File: config.mk
export PLATFORM = sky130hd
export DESIGN_NAME = led_pwm_drv
export DESIGN_NICKNAME = d
export VERILOG_FILES = /design/src/rtl/led_pwm_drv_pkg.sv /design/src/rtl/led_pwm_drv_gamma.sv /design/src/rtl/led_pwm_drv.sv
export SDC_FILE = /design/constraint.sdc
export NUM_CORES = 1
export LEC_CHECK = 0
export BUFFER_PORTS_ARGS = -buffer_cell sky130_fd_sc_hd__buf_4
export CAP_MARGIN = 10
export CELL_PAD_IN_SITES_DETAIL_PLACEMENT = 1
export CELL_PAD_IN_SITES_GLOBAL_PLACEMENT = 2
export CORE_AREA = 2 2 116 118
export CTS_BUF_LIST = sky130_fd_sc_hd__clkbuf_2 sky130_fd_sc_hd__clkbuf_4 sky130_fd_sc_hd__clkbuf_8
export DETAILED_ROUTE_END_ITERATION = 8
export DIE_AREA = 0 0 118 120
export PLACE_DENSITY = 0.67
export SLEW_MARGIN = 40
export SYNTH_ARGS = -nofsm -noshare
export SYNTH_HDL_FRONTEND = slang
export SYNTH_SLANG_ARGS = --single-unit
File: constraint.sdc
create_clock -name s_clk -period 2.35 [get_ports s_clk]
set_input_delay 0.3525 -clock s_clk [delete_from_list [all_inputs] [get_ports s_clk]]
set_output_delay 0.3525 -clock s_clk [all_outputs]
set_load 0.02 [all_outputs]
File: src/rtl/led_pwm_drv_pkg.sv
// Shared LED definitions: PWM period geometry and the driver state encoding.
package led_pwm_drv_pkg;

  // 255 steps per PWM period, counter runs 0..PWM_MAX.
  localparam int PWM_STEPS = 255;
  localparam int PWM_MAX   = PWM_STEPS - 1;

  typedef enum logic {
    ST_IDLE = 1'b0,
    ST_RUN  = 1'b1
  } led_state_e;

endpackage

File: src/rtl/led_pwm_drv_gamma.sv
// Brightness-to-duty mapping: square law with round-up, or pass-through.
module led_gamma
  import led_pwm_drv_pkg::*;
#(
  parameter bit GAMMA_EN = 1'b1
) (
  input  logic [7:0] lvl_i,
  output logic [7:0] duty_o
);

  if (GAMMA_EN) begin : g_sq
    logic [15:0] sq;
    logic [15:0] sum;
    // +255 before the shift rounds up, so any nonzero level stays visible.
    assign sq     = 16'(lvl_i) * 16'(lvl_i);
    assign sum    = sq + 16'd255;
    assign duty_o = sum[15:8];
  end else begin : g_lin
    assign duty_o = lvl_i;
  end

endmodule

File: src/rtl/led_pwm_drv.sv
// LED PWM driver: level handshake into a one-deep shadow, duty swapped only
// at period wrap (or while idle), prescaled 255-step PWM, registered output.
module led_pwm_drv
  import led_pwm_drv_pkg::*;
#(
  parameter int unsigned CLK_DIV    = 1,
  parameter bit          GAMMA_EN   = 1'b1,
  parameter bit          ACTIVE_LOW = 1'b1
) (
  input  logic       s_clk,
  input  logic       s_rst,
  input  logic       en,
  input  logic [7:0] lvl,
  input  logic       lvl_valid,
  output logic       lvl_ready,
  output logic       led,
  output logic       period_end
);

  localparam logic [15:0] PSC_LAST = 16'(CLK_DIV - 1);
  localparam logic [7:0]  CNT_LAST = 8'(PWM_MAX);
  localparam logic        LED_OFF  = ACTIVE_LOW;

  led_state_e  state_q, state_d;
  logic [15:0] psc_q, psc_d;
  logic [7:0]  cnt_q, cnt_d;
  logic [7:0]  duty_q, duty_d;
  logic [7:0]  shadow_q, shadow_d;
  logic        shadow_full_q, shadow_full_d;
  logic        led_q, led_d;
  logic        pe_q, pe_d;

  logic [7:0]  mapped;
  logic        run, tick, wrap, hs, lit;

  led_gamma #(.GAMMA_EN(GAMMA_EN)) u_gamma (
    .lvl_i  (lvl),
    .duty_o (mapped)
  );

  // en is re-evaluated every cycle; the state just follows it.
  always_comb begin
    state_d = state_q;
    if (en) state_d = ST_RUN;
    else    state_d = ST_IDLE;
  end

  // Counters, duty/shadow bookkeeping and registered outputs.
  always_comb begin
    psc_d         = psc_q;
    cnt_d         = cnt_q;
    duty_d        = duty_q;
    shadow_d      = shadow_q;
    shadow_full_d = shadow_full_q;

    // A falling en acts on the very next edge, so it gates RUN behaviour.
    run  = (state_q == ST_RUN) && en;
    tick = run && (psc_q == PSC_LAST);
    wrap = tick && (cnt_q == CNT_LAST);
    hs   = lvl_valid && !shadow_full_q;
    lit  = run && (cnt_q < duty_q);

    if (run) begin
      psc_d = tick ? 16'd0 : psc_q + 16'd1;
      if (tick) cnt_d = wrap ? 8'd0 : cnt_q + 8'd1;
    end else begin
      psc_d = 16'd0;
      cnt_d = 8'd0;
    end

    // Duty may only change at a period boundary or while idle.
    if (shadow_full_q && (!run || wrap)) begin
      duty_d        = shadow_q;
      shadow_full_d = 1'b0;
    end else if (hs && wrap) begin
      duty_d = mapped;
    end else if (hs) begin
      shadow_d      = mapped;
      shadow_full_d = 1'b1;
    end

    led_d = ACTIVE_LOW ? ~lit : lit;
    pe_d  = wrap;
  end

  // State and datapath registers with asynchronous active-low reset.
  always_ff @(posedge s_clk or negedge s_rst) begin
    if (!s_rst) begin
      state_q       <= ST_IDLE;
      psc_q         <= '0;
      cnt_q         <= '0;
      duty_q        <= '0;
      shadow_q      <= '0;
      shadow_full_q <= 1'b0;
      led_q         <= LED_OFF;
      pe_q          <= 1'b0;
    end else begin
      state_q       <= state_d;
      psc_q         <= psc_d;
      cnt_q         <= cnt_d;
      duty_q        <= duty_d;
      shadow_q      <= shadow_d;
      shadow_full_q <= shadow_full_d;
      led_q         <= led_d;
      pe_q          <= pe_d;
    end
  end

  assign lvl_ready  = !shadow_full_q;
  assign led        = led_q;
  assign period_end = pe_q;

endmodule

== Word level (Yosys, flattened, before mapping) ==
Cells that the tools add are included.

* Output and inout port bits: 3
* Word-level logic and storage cells: 45
* Register bits after elaboration: 44
* Input bits: 12

* Order comparisons: 1
* Mux-type cells: 11
* Equal/unequal tests: 3
* Reduce and logical (&&, ||, !) cells: 15
* Bitwise operators: 3
* Add/subtract/negate cells: 3
* $mul: 1

{| class="wikitable"
|+ Operators with widths
! operator !! number
|-
| $mux 8 || 5
|-
| $mux 16 || 2
|-
| $add 16x1->16 const B || 1
|-
| $add 16x8->16 const B || 1
|-
| $logic_not 16->1 || 1
|-
| $mul 8x8->16 || 1
|-
| $add 8x1->8 const B || 1
|-
| $eq 8x8->1 const B || 1
|-
| $lt 8x8->1 || 1
|-
| $logic_and 1x1->1 || 7
|-
| $mux 1 || 4
|-
| $reduce_bool 2->1 || 2
|-
| $not 1->1 || 3
|-
| $reduce_and 3->1 || 1
|-
| $logic_not 1->1 || 2
|-
| $ne 2x1->1 const B || 1
|-
| $ne 2x2->1 const B || 1
|-
| $reduce_and 2->1 || 1
|-
| $logic_or 1x1->1 || 1
|}

== Logic depth before layout (Yosys ltp) ==
Gate-level depths: netlist of run 1.

* Depth in word-level cells: 7
* Depth in mapped cells: 17
* Depth with buffers taken out: 16

== By module ==
A second synthesis of run 1 with hierarchy kept.

* Cells, all modules: 389
* Area total of the unflattened synthesis: 3,862.5 µm²

{| class="wikitable"
|+ By module, submodules not included
! module !! area an instance (µm²) !! sequential area each (µm²) !! times used !! cells each
|-
| led_pwm_drv || 2,263.4 || 1,102.3 || 1 || 203
|-
| led_gamma || 1,599.0 || 0.0 || 1 || 186
|}

== Worst setup path after synthesis of run 1 ==
No wires, ideal clock.

* Path type: in2reg
* From: input lvl[6]
* To: register shadow_q[4]
* Library setup time: 0.127 ns
* Cell stages on the path: 15
* Path slack: -2.169 ns
* Buffers on the path: 1
* Data arrival time: 4.392 ns
* Data required time: 2.223 ns
* Cell sequence: clkbuf_1 -> and2_1 -> fa_1 -> fa_1 -> fa_1 -> inv_1 -> fa_1 -> inv_1 -> ha_1 -> a21o_1 -> a22o_1 -> nor3_1 -> o21bai_1 -> xor2_1 -> mux2_1

* Longest elaborated chain between the ends: 2

{| class="wikitable"
|+ RTL lines
! item !! RTL line !! text
|-
| start: declaration || led_pwm_drv.sv:13 || <nowiki>input logic [7:0] lvl,</nowiki>
|-
| $mul 8x8->16 || led_pwm_drv_gamma.sv:15 || <nowiki>assign sq = 16'(lvl_i) * 16'(lvl_i);</nowiki>
|-
| $add 16x8->16 || led_pwm_drv_gamma.sv:16 || <nowiki>assign sum = sq + 16'd255;</nowiki>
|-
| end signal: assignment || led_pwm_drv.sv:102 || <nowiki>shadow_q <= shadow_d;</nowiki>
|-
| end: declaration || led_pwm_drv.sv:28 || <nowiki>logic [7:0] shadow_q, shadow_d;</nowiki>
|}

Every way passes these cells.
A chain may end at the register's enable or synchronous reset.

== Worst setup path in the final report of run 1 ==
* From: input lvl[0]
* To: register duty_q[2]

* Longest elaborated chain between the ends: 4

{| class="wikitable"
|+ RTL lines
! item !! RTL line !! text
|-
| $mul 8x8->16 || led_pwm_drv_gamma.sv:15 ||
|-
| $add 16x8->16 || led_pwm_drv_gamma.sv:16 ||
|-
| $mux 8 || led_pwm_drv.sv:75 || <nowiki>end else if (hs && wrap) begin</nowiki>
|-
| $mux 8 || led_pwm_drv.sv:72 || <nowiki>if (shadow_full_q && (!run || wrap)) begin</nowiki>
|-
| end signal: assignment || led_pwm_drv.sv:101 || <nowiki>duty_q <= duty_d;</nowiki>
|-
| end: declaration || led_pwm_drv.sv:27 || <nowiki>logic [7:0] duty_q, duty_d;</nowiki>
|}

Every way passes these cells. The select of a mux whose other input is x is not followed.

==> results.md, run 1 <==
- LEAKAGE: 2.410 nW
- Slew at the pin with the worst max-slew slack: 0.5702 ns
- Count leader, synth: inv_1
- Placed instance area: 4609 um2
- Largest net degree at the start of global routing: 45
- Commonest cells post-synth: inv_1 (63), dfrtp_1 (43), ha_1 (37)
- Synth Net Count: 479
- Levels on crit path: 16
- Max-cap violations: 0
- WP data arrival: 4.13 ns
- Final Cycle Share: 167.1%
- Register bit total from synthesis: 44
- Worst reg2reg startpoint: psc_q[1]$_DFF_PN0_
- Combinational power share: 64.6%
- Setup Skew: 0.006266 ns
- CP most frequent cell: fa_1
- Grt total ovfl: 0
- Row Count: 42
- Clock sinks: 44
- Syn Inst Count: 402
- Asr flop ratio synth: 100.0%
- Largest cells by area after synthesis: dfrtp_1 (28%), fa_1 (15%), ha_1 (12%)
- Synthesized cell area: 3820 um2
- Avg Inst Size Synth: 9.502 um2
- Antenna violations before repair: 0
- Initial DRC Count: 103
- Largest stage delay, worst path: 0.56 ns
- CP endpoint kind: flip-flop
- Max IR drop VDD: 0.3594 mV
- IO Count: 15
- Layout area overhead: 29.64%
- Antenna diodes: 0
- Routed vias/inst: 4.572
- Final WS setup: -1.578 ns
- Critical Path Start: lvl[0]
- Vias in the first global route: 3247
- Detail Placement HPWL: 6946 um
- Final Power: roughly 4.2 mW
- Final Hold Vio Count: 0
- Die H: 120 um
- R2R Setup Slk: 0.15 ns
- WP data required: about 2.6 ns
- Synth top area share: 28.17%
- Initial Util: 29.43%
- Pwr Density: 849.0 nW/um2
- Psw: 1.578 mW
- Max_slew headroom: 61.98%
- Root buf cell: clkbuf_8
- RePlAce Congestion: 0.7620
- Hold crit path type: in -> async
- Switching part of the total: 37.53%
- Seq/Total Area, Yosys: 28.86%
- Post-synth top area cell: dfrtp_1
- Period minus WS final: 3.928 ns
- EDFF count, synth: 0
- Worst r2r path cells: 9
- Crit-path max FO: 4
- RSZ-0062 raised after global routing: true
- Fin area: between 4000 and 5000 um2
- CTS tree: yes
- Wire per inst: 13.15 um
- P_int: 2.626 mW
- Slowest CP cell: fa_1
- R2r endpoint: duty_q[5]$_DFFE_PN0P_
- Top FF cell, synth: dfrtp_1
- Yosys warns: 0
- Place WS: -2.001 ns
- Max Slew Vio Count: 0
- Post-route setup TNS: -22.25 ns
- Final WL: 8546 um
- Failing checks: setup timing
- Core box area: between 10000 and 15000 um2
- Post-layout util: 38.15%
- Crit path buf inv count: 5
- GRT Total Usage: 13.12%
- Launching element type of the critical path: input pin
- Pre-antenna DRT Iters: 4
- Clk slew on worst S/H paths: 0.08 ns
- Die Area: ~14000 um2
- Layout cell share with drive strength beyond 1: 30.80%
- CP Capture Point: duty_q[2]$_DFFE_PN0P_
- Clk buf depth: 2
- CTS H-tree depth: 2
- ANT nets after route: 0
- Flop pwr share: 23.1%
- Status: finished with violations
- Residual DRC: 0
- Final setup fails: 16
- Vias: 2972
- F_max: 254.6 MHz
- First-pass GRT wire length: about 15000 um
- Clk_lat worst skew: 0.30 ns
- CP cell instances: buf_8 > nand2_4 > fa_1 > inv_2 > fa_1 > fa_1 > inv_2 > fa_1 > inv_2 > ha_4 > a21o_1 > a221o_1 > a211oi_2 > nor3_2 > buf_4 > a21o_1
- CP delay by family, top: adder cells
- Final #Nets: 550
- CP Class: in -> reg
- Synth unique cells: 52
- CTS Buf Count: 5
- CTS Hold Buffers Added: 0
- Die extent in x: 118 um
- Clock power frac: 12.3%
- Port Buffer Count: 14
## repair_timing
action                                  CTS  global route
pin swaps                                22            18
setup buffers                             7             0
gates resized for setup                  36            16
endpoints found under the setup margin   16            16
## per-stage QoR
| step | hold slack (ns) | std cells |
|---|---|---|
| after floorplan | 0.05691 | 402 |
| after global placement | 0.3893 | 635 |
| after detailed placement | 0.3956 | 635 |
| after CTS | 0.05588 | 650 |
| after global routing | 0.07700 | 650 |
| final | 0.04349 | 650 |
## sequential cells by signal, indices dropped and copies added, names as in the netlist
register / count
period_end: 1
shadow_full_q: 1
psc_q: 16
cnt_q: 8
led: 1
shadow_q: 8
state_q: 1
duty_q: 8
## power groups by stage
stage | combinational (mW) | sequential, mW | clock, mW
floorplan | 1.57 | 0.969 | 0
global placement | 2.30 | 0.980 | 0
detailed placement | 2.36 | 0.987 | 0
CTS | 2.66 | 0.975 | 0.547
global route | 3.08 | 0.993 | 0.575
finish | 2.72 | 0.973 | 0.515
## layout by cell type (no fill, tap or decap), types with 8 or more instances in the layout
cell and instances:
buf_4 63, inv_1 54, dfrtp_1 43, ha_1 30, nor2_1 29, fa_1 26
nand2_1 21, xor2_1 16, nand3_1 14, and2_1 10, inv_2 10, nand4_1 10
xnor2_1 9, a21o_1 8
## cell type report
type | instances | area (um2)
well taps | 176 | 220.2
fillers | 1521 | 8028
clock inverters | 1 | 7.507
repair buffers | 72 | 603.1
clock buffers | 7 | 90.09
multi-input cells | 286 | 2689
inverters | 64 | 240.2
flip-flops and latches | 44 | 1102
## worst min-delay path by stage
stage,endpoint,slack (ns),depth (start not counted)
after global placement,psc_q[13]$_DFF_PN0_,0.39,1
final,psc_q[14]$_DFF_PN0_,0.04,1
after floorplan,cnt_q[0]$_DFFE_PN0P_,0.06,0
after global routing,psc_q[13]$_DFF_PN0_,0.08,1
after detailed placement,psc_q[12]$_DFF_PN0_,0.40,1
after CTS,psc_q[14]$_DFF_PN0_,0.06,1
## kinds of logic (layout without fill, tap and decap cells)
kind of cell	after synthesis	in the layout	share of synthesized area, %
simple gates	134	134	18.54
mux	10	10	2.784
buf+inv	72	144	7.337
fa+ha+maj	65	65	26.79
flops	44	44	28.86
xor+xnor	30	30	6.878
compound gates	47	47	8.812
## worst reg2reg max path, stage by stage (launching register included)
cell	delay, ns
dfrtp_1	0.43
inv_1	0.07
ha_1	0.18
nor4b_1	0.28
nand4_1	0.29
nand2b_1	0.27
nor2_2	0.13
buf_4	0.14
nand3_1	0.17
o21ai_1	0.18
## routing by layer
layer  wire length [um]  vias to the layer above  GRT usage (%)
li1                   -                     1469              -
met1               3926                     1474          16.27
met2               4395                       24          24.27
met3                151                        5          1.759
met4                 73                        0          2.711
met5                  0                        -              0
Note: power is estimated with default switching activity, not from simulation.
==> run 2, diff against run 1 <==
- CORE_AREA: 2 2 116 118 -> 2 2 99 101
- DIE_AREA: 0 0 118 120 -> 0 0 101 103
- PLACE_DENSITY: 0.67 -> 0.86
==> run 2 against run 1 <==
Effect of this change:
- the flow still finishes with violations (setup timing)
- via count increased by 2.0%
- count of clock-buffer cells in the layout decreased by 1
- core utilization increased by 14 points
- routed wire length increased by 4.9%
- clock skew increased by 0.0011 ns
- first-iteration DRC count decreased by 19%
- worst hold slack improved by 0.0047 ns
- largest cell class unchanged
- highest routed layer unchanged
==> results.md, run 2 (synthesis results as in run 1) <==
- Clk buf depth: 2 (unchanged)
- Failing checks: setup timing
- Clock sinks: 44 (unchanged)
- IO Count: 15 (unchanged)
- Max-cap violations: 0 (unchanged)
- P_int: 2.826 mW (+7.6%)
- Detail Placement HPWL: 7043 um (+1.4%)
- Row Count: 36 (-14%)
- CP most frequent cell: fa_1
- Final setup fails: 16 (unchanged)
- Layout area overhead: 29.22%
- RePlAce Congestion: 0.7810 (+2.5%)
- Worst reg2reg startpoint: psc_q[1]$_DFF_PN0_
- Vias in the first global route: 3400 (+4.7%)
- Pwr Density: 940.0 nW/um2 (+11%)
- Place WS: -2.122 ns (-0.1214 ns)
- GRT Total Usage: 18.69% (+5.6 points)
- ANT nets after route: 0 (unchanged)
- Vias: 3031 (+2.0%)
- Post-layout util: 52.18% (+14 points)
- CTS Buf Count: 5 (unchanged)
- CP cell instances: buf_12 > and2_4 > fa_2 > fa_1 > fa_1 > inv_1 > fa_1 > inv_2 > ha_4 > nand4_1 > a211oi_4 > nor3_4 > buf_4 > xnor2_2 > mux2_1
- WP data required: 2.53 ns (-0.02 ns)
- Antenna violations before repair: 0 (unchanged)
- CTS Hold Buffers Added: 0 (unchanged)
- Clock power frac: 11.0% (-1.3 points)
- Port Buffer Count: 14 (unchanged)
- Max_slew headroom: 62.55% (+0.56 points)
- Max Slew Vio Count: 0 (unchanged)
- CTS tree: yes
- Clk_lat worst skew: 0.30 ns (about the same)
- Final Hold Vio Count: 0 (unchanged)
- Final #Nets: 552 (+0.36%)
- Most frequent cells in the layout: buf_4 (64), inv_1 (55), dfrtp_1 (43)
- Slew at the pin with the worst max-slew slack: 0.5618 ns (-0.008436 ns)
- Die extent in x: 101 um (-14%)
- LEAKAGE: 2.409 nW (about the same)
- Worst r2r path cells: 8 (-1)
- Routed vias/inst: 5.137 (+12%)
- Period minus WS final: 4.016 ns (+0.08856 ns)
- Antenna diodes: 0 (unchanged)
- Reg with most FFs: psc_q
- Clk slew on worst S/H paths: 0.09 ns (about the same)
- CTS H-tree depth: 2 (unchanged)
- R2r endpoint: shadow_q[3]$_DFFE_PN0P_
- Final Cycle Share: 170.9% (+3.8 points)
- Psw: 1.813 mW (+15%)
- Crit-path max FO: 7 (+3)
- Launching element type of the critical path: input pin
- Combinational power share: 68.0% (+3.4 points)
- Wire per inst: 15.20 um (+16%)
- Largest net degree at the start of global routing: 45 (unchanged)
- Status: finished with violations
- Slowest CP cell: fa_2
- CP Class: in -> reg
- Switching part of the total: 39.09% (+1.6 points)
- Setup Skew: 0.007322 ns (+0.001055 ns)
- Hold crit path type: in -> async
- F_max: 249.0 MHz (-2.2%)
- Residual DRC: 0 (unchanged)
- Root buf cell: clkbuf_8
- Die H: 103 um (-14%)
- Commonest non-fill, non-tap cell in the layout: buf_4
- Initial Util: 40.38% (+11 points)
- Fill cells: 1092 (-28%)
- First-pass GRT wire length: 15660 um (+1.7%)
- RSZ-0062 raised after global routing: true
- Largest stage delay, worst path: 0.59 ns (+0.03 ns)
- Final WL: 8968 um (+4.9%)
- CP endpoint kind: flip-flop
- Core box area: 9459 um2 (-27%)
- Max reg flops: 16 (unchanged)
- R2R Setup Slk: 0.11 ns (-0.04 ns)
- Flop pwr share: 21.0% (-2.1 points)
- Initial DRC Count: 83 (-19%)
- Final WS setup: -1.666 ns (-0.08856 ns)
- Max IR drop VDD: 0.4853 mV (+35%)
- Die Area: 10400 um2 (-27%)
- Grt total ovfl: 0 (unchanged)
- WP data arrival: 4.20 ns (+0.07 ns)
- Pre-antenna DRT Iters: 4 (unchanged)
- Layout cell share with drive strength beyond 1: 31.09% (+0.29 points)
run 2: changes by cell type in the layout (fill, tap and decap cells not counted), sizes merged:
cell	previous run	this run
buf	72	74
clkbuf	7	6
clkinvlp	1	2
run 2: cell type report:
| type | count | area [um2] | area share (%) |
|---|---|---|---|
| Sequential cell | 44 | 1102 | 22.33 |
| Clock inverter | 2 | 15.01 | 0.3042 |
| Clock buffer | 6 | 82.58 | 1.673 |
| Tap cell | 114 | 142.6 | 2.890 |
| Multi-Input combinational cell | 286 | 2743 | 55.56 |
| Timing Repair Buffer | 74 | 610.6 | 12.37 |
| Inverter | 64 | 240.2 | 4.867 |
run 2: power by group through the flow:
stage,registers (mW),logic (mW),clock network [mW]
2_1_floorplan,0.969,1.57,0
3_3_place_gp,0.980,2.28,0
3_5_place_dp,0.989,2.41,0
4_1_cts,0.975,2.91,0.526
5_1_grt,0.990,3.49,0.551
6_report,0.974,3.16,0.510
run 2: metrics by stage:
stage,area [um2],power [mW],instances,TNS [ns],hold slack (ns)
after global placement,4502,3.262,569,-29.49,0.3800
after CTS,4851,4.415,588,-25.12,0.05683
after global routing,4936,5.026,590,-27.36,0.07272
after detailed placement,4502,3.400,569,-31.32,0.3860
after floorplan,3980,2.535,402,-26.19,0.05691
final,4936,4.640,590,-25.13,0.04819
run 2: per-layer routing:
metal,part of all wire [%],up-vias,GRT usage (%)
met1,43,1534,22.38
met2,55,13,36.56
met4,0.81,0,4.262
li1,-,1478,-
met3,0.69,6,1.220
met5,0,-,0
run 2: worst max path at each step:
| stage | slack [ns] | startpoint | end | depth (start not counted) |
|---|---|---|---|---|
| floorplan | -1.84 | lvl[5] | shadow_q[4]$_DFFE_PN0P_ | 15 |
| global placement | -1.98 | lvl[5] | shadow_q[3]$_DFFE_PN0P_ | 16 |
| detailed placement | -2.12 | lvl[1] | shadow_q[3]$_DFFE_PN0P_ | 17 |
| CTS | -1.69 | lvl[2] | shadow_q[7]$_DFFE_PN0P_ | 16 |
| global route | -1.80 | lvl[7] | shadow_q[4]$_DFFE_PN0P_ | 17 |
| finish | -1.67 | lvl[3] | shadow_q[3]$_DFFE_PN0P_ | 15 |
run 2: worst max-delay path, delay by kind of cell:
family | cells | cell delay (ns)
buffers and inverters | 4 | 0.36
muxes | 1 | 0.31
AOI/OAI and AO/OA | 1 | 0.37
xor gates and xnor gates | 1 | 0.13
and+or+nand+nor | 3 | 0.38
adders and majority gates | 5 | 2.28
run 2: what timing repair did:
action | CTS | global route
endpoints found under the setup margin | 16 | 18
gates resized for setup | 37 | 14
hold endpoints to repair | 0 | 0
pin swaps | 29 | 17
buffers inserted | 17 | 2
